==> config.mk <==
export PLATFORM = sky130hd
export DESIGN_NAME = fifo_byte_serializer
export DESIGN_NICKNAME = d
export VERILOG_FILES = /design/src/rtl/fifo_byte_serializer.sv
export SDC_FILE = /design/constraint.sdc
export NUM_CORES = 1
export LEC_CHECK = 0
export ABC_AREA = 1
export CAP_MARGIN = 10
export CORE_MARGIN = 2
export CORE_UTILIZATION = 33
export CTS_CLUSTER_DIAMETER = 30
export DETAILED_ROUTE_END_ITERATION = 8
export GPL_TIMING_DRIVEN = 0
export PLACE_DENSITY = 0.55
export SYNTH_ARGS = -nofsm -noshare
export SYNTH_HDL_FRONTEND = slang
export SYNTH_SLANG_ARGS = --single-unit
==> constraint.sdc <==
create_clock -name clk -period 3.25 [get_ports clk]
set_clock_uncertainty 0.15 [all_clocks]
set_input_delay 0.65 -clock clk [delete_from_list [all_inputs] [get_ports clk]]
set_output_delay 0.65 -clock clk [all_outputs]
set_load 0.005 [all_outputs]
==> src/rtl/fifo_byte_serializer.sv <==
// Drains the upstream word FIFO one word at a time and streams each word out
// as DATA_WIDTH/8 bytes over a valid/ready handshake, counting completed words.
module fifo_byte_serializer #(
   parameter int DATA_WIDTH = 32,
   parameter bit MSB_FIRST  = 1'b0,
   parameter int COUNT_W    = 16
) (
   input  logic                  clk,
   input  logic                  reset,
   input  logic                  enable,
   input  logic                  fifo_empty,
   output logic                  fifo_pop,
   input  logic [DATA_WIDTH-1:0] fifo_data,
   output logic [7:0]            byte_out,
   output logic                  byte_valid,
   input  logic                  byte_ready,
   output logic                  last_byte,
   output logic                  busy,
   output logic [COUNT_W-1:0]    word_count
);
   localparam int NBYTES = DATA_WIDTH / 8;
   localparam int IDX_W  = (NBYTES > 1) ? $clog2(NBYTES) : 1;
   localparam logic [IDX_W-1:0] LAST_IDX = IDX_W'(NBYTES - 1);

   typedef enum logic [1:0] {IDLE, POP, LOAD, SEND} state_t;

   state_t                state_q, state_d;
   logic [DATA_WIDTH-1:0] shift_q, shift_d;
   logic [IDX_W-1:0]      idx_q, idx_d;
   logic [COUNT_W-1:0]    count_q, count_d;
   logic                  xfer;
   logic                  can_pop;

   always_ff @(posedge clk) begin
      if (!reset) begin
         state_q <= IDLE;
         shift_q <= '0;
         idx_q   <= '0;
         count_q <= '0;
      end else begin
         state_q <= state_d;
         shift_q <= shift_d;
         idx_q   <= idx_d;
         count_q <= count_d;
      end
   end

   always_comb begin
      state_d = state_q;
      shift_d = shift_q;
      idx_d   = idx_q;
      count_d = count_q;
      xfer    = (state_q == SEND) && byte_ready;
      can_pop = enable && !fifo_empty;
      case (state_q)
         IDLE: if (can_pop) state_d = POP;
         POP:  state_d = LOAD;
         // FIFO output is valid here, one cycle after the pop edge
         LOAD: begin
            shift_d = fifo_data;
            idx_d   = '0;
            state_d = SEND;
         end
         SEND: begin
            if (xfer) begin
               idx_d   = idx_q + IDX_W'(1);
               shift_d = MSB_FIRST ? (shift_q << 8) : (shift_q >> 8);
               if (idx_q == LAST_IDX) begin
                  idx_d   = '0;
                  count_d = count_q + COUNT_W'(1);
                  state_d = can_pop ? POP : IDLE;
               end
            end
         end
         default: state_d = IDLE;
      endcase
   end

   // The outgoing byte always sits at one end of the shift register.
   assign byte_out   = MSB_FIRST ? shift_q[DATA_WIDTH-1 -: 8] : shift_q[7:0];
   assign fifo_pop   = (state_q == POP);
   assign byte_valid = (state_q == SEND);
   assign busy       = (state_q != IDLE);
   assign last_byte  = (state_q == SEND) && (idx_q == LAST_IDX);
   assign word_count = count_q;

endmodule
==> impl_metrics.toml <==
[outcome]
outcome = "finished clean"

[floorplanning]
initial_utilization_pct = 33.50
placement_rows = 32
coreArea_sq_um = 7607
number_of_placed_i_o_pins = 65
dieHeight_microns = 91.88
fp.dieW_microns = 91.88
dieArea_sq_um = 8442

[run]
drv_cap = 0

[clocking]
cts-buffers-inserted = 5
cts.path.max_buffers = 2
worstSkewPairLatency_ps = 310
cts.reportedPaths.clkPinSlew_ps = 100
cts_repair_resize_count = 0
clockRootBuffer = "clkbuf_8"
cts_post_setup_buffers_inserted = 0
clock_sink_count = 52
h-tree-depth = 2
ctsHoldBuffers = 0
tritoncts = "done"

[drt]
routed_via_density = 4.692
detailed_route_via_count = 2435
detailed_routing_iterations_pass_1 = 4
detailedRoute.firstIterationViolations = 85
postRouteWirelength_mm = 6.182
detail-route-antenna-nets = 0
wl_per_cell_microns = 11.91
drt_drc_violations_left = 0

[placed_design]
io_buffers = 63
detailedPlacementHpwl_mm = 4.601
routability_congestion = 0.7659

[logic_synthesis]
ys_top_cells_by_area = "dfxtp_1 41%, nand2_1 14%, a31oi_1 6.1%"
netlist_top_cells_count = "96 x nand2_1, 52 x dfxtp_1, 28 x o21ai_0, 25 x a31oi_1, 24 x inv_1"
ys_seq_area_share_pct = 40.84
syn_area_per_cell_sq_um = 7.366
yosysMostFrequentCell = "nand2_1"
synth-async-reset-ratio_pct = 0
yosys_warnings = 0
synth.net_count = 391
yosysUniqueCellTypes = 30
synthCells = 346
netlist.area_leader.share_pct = 40.84
synth_enable_flop_cells = 0
synth_flop_cell = "dfxtp_1"
mappedNetlistArea_sq_um = 2549
yosysTopAreaCell = "dfxtp_1"
number_of_synthesized_register_bits = 52

[worst_setup_path]
crit_path_top_delay_cell = "clkdlybuf4s50_1"
cp_data_arrival_time_ps = 1750
critPathBufInv = 2
crit_path_cell_chain = "ha_1 > nand2_2 > inv_1 > clkdlybuf4s50_1"
setup.reg_to_reg.worst_slack_ps = 1420
regToRegEndpoint = "shift_q[16]$_SDFFE_PN0P_"
reg2reg_depth = 8
critical_path_class = "register to output port"
critPathMaxStageDelay_ps = 490
r2r_start = "state_q[0]$_SDFFE_PN0P_"
crit_family = "buffers and inverters"
worstSetupEndpointType = "output port"
critPathLaunchType = "register"
worst-endpoint-required_ps = 2450
critical_path.max_fanout = 6

[timing]
timing.final.crit_share_pct = 78.59
worst_hold_slack_ps = 316.9
worst_slew_margin_rel_pct = 72.90
fmax_mhz = 391.5
finalSetupViolations = 0
final_hold_violating_endpoints = 0
worstMarginPinSlew_ps = 406.4
setup_tns_ps = 0
fin_crit_ps = 2554
unrepaired_setup_endpoints_after_global_routing = "no"
slew_violations = 0

[global_route]
pin_count_of_the_biggest_net_entering_global_routing = 17
global_route.usage.total_pct = 15.52
grt_overflow_total = 0
grt_pass1_wl_mm = 10.71
vias_in_the_first_global_route = 2299
antenna_found_initial = 0

[worst_hold_path]
worstHoldPathCells = 2
timing.hold.worst.start = "shift_q[31]$_SDFFE_PN0P_"
hold_end = "shift_q[31]$_SDFFE_PN0P_"
timing.hold.worst.class = "register to register"

[layout]
final.fill_count = 826
syn2layout_area_growth_pct = 33.24
multi_input_gate_area_in_the_final_layout_sq_um = 1245
final_antenna_diode_count = 0
drive_above_1_share_pct = 10.07
seq_area_sq_um = 1041
final_net_count = 461

[power_and_ir_drop]
cellPowerDensity_nw_per_um2 = 569.5
irDropWorstVdd_mv = 0.2397
total_leakage_power_nw = 1.310
## cells in the final DEF, fill, tap and decap left out, types with 9 or more instances in the layout
master / instances
buf_4: 9
o21ai_0: 28
nand3_1: 19
a21oi_1: 21
a31oi_1: 25
dfxtp_1: 52
nand2_1: 96
clkdlybuf4s50_1: 63
inv_1: 24
nor2_1: 18
## through the flow
stage | setup slack, ps | util, % | power, mW | instance area, sq um | instances
after CTS | 675.9 | 44.64 | 1.953 | 3396 | 519
after floorplan | 1627 | - | 1.308 | 2549 | 346
after detailed placement | 1024 | 43.47 | 1.572 | 3307 | 511
after global routing | 583.2 | 44.64 | 2.087 | 3396 | 519
after global placement | 1025 | 43.47 | 1.563 | 3307 | 511
final | 695.8 | 44.64 | 1.934 | 3396 | 519
## cells by family (layout without fill, tap and decap cells)
kind of cell	count (synthesis)	in the layout	synth area share, %
and+or+nand+nor	153	153	27.00
AOI/OAI and AO/OA	80	80	17.57
DFF	52	52	40.84
buffers and inverters	52	123	10.31
adders and majority gates	8	8	3.928
xor gates and xnor gates	1	1	0.3437
## layout make-up
class / count / area share (%)
well taps: 102 / 3.758
multi-input cells: 242 / 36.66
inverters: 27 / 3.058
flip-flops and latches: 52 / 30.66
clock buffers: 6 / 2.137
clock inverters: 2 / 0.4790
repair buffers: 63 / 18.57
plain buffers: 25 / 4.679
## worst register-to-register path, cell delays in order, from the launching register on
cell and delay [ps]:
dfxtp_1 450, inv_1 140, ha_1 210, buf_2 170, nand2_1 90, nand2_2 110, buf_6 170, o21ai_0 170
a31oi_1 60
## flip-flops by register name, summed over array words and instances, names as in the netlist
| name | flops |
|---|---|
| idx_q | 2 |
| shift_q | 32 |
| state_q | 2 |
| word_count | 16 |
## power by group
part,internal [mW],switching (mW),leakage (nW)
sequential,0.784,0.0826,0.424
combinational,0.348,0.344,0.845
clock,0.154,0.222,0.0414
## worst max path at each step
stage | depth (start not counted) | slack (ps) | startpoint | endpoint
after floorplan | 3 | 1630 | state_q[0]$_SDFFE_PN0P_ | last_byte
after global placement | 8 | 1030 | byte_ready | word_count[11]$_SDFFE_PN0P_
after detailed placement | 8 | 1020 | byte_ready | word_count[11]$_SDFFE_PN0P_
after CTS | 4 | 680 | state_q[0]$_SDFFE_PN0P_ | last_byte
after global routing | 4 | 580 | state_q[0]$_SDFFE_PN0P_ | last_byte
final | 4 | 700 | state_q[0]$_SDFFE_PN0P_ | last_byte
## layer usage
| metal | vias up | global-route usage (%) | wire length, microns |
|---|---|---|---|
| met5 | - | 0 | 0 |
| met4 | 0 | 4.478 | 43 |
| met3 | 4 | 3.040 | 279 |
| met2 | 56 | 24.20 | 2823 |
| met1 | 1093 | 21.79 | 3035 |
| li1 | 1282 | - | - |
Power figures use the tool's default switching activity.
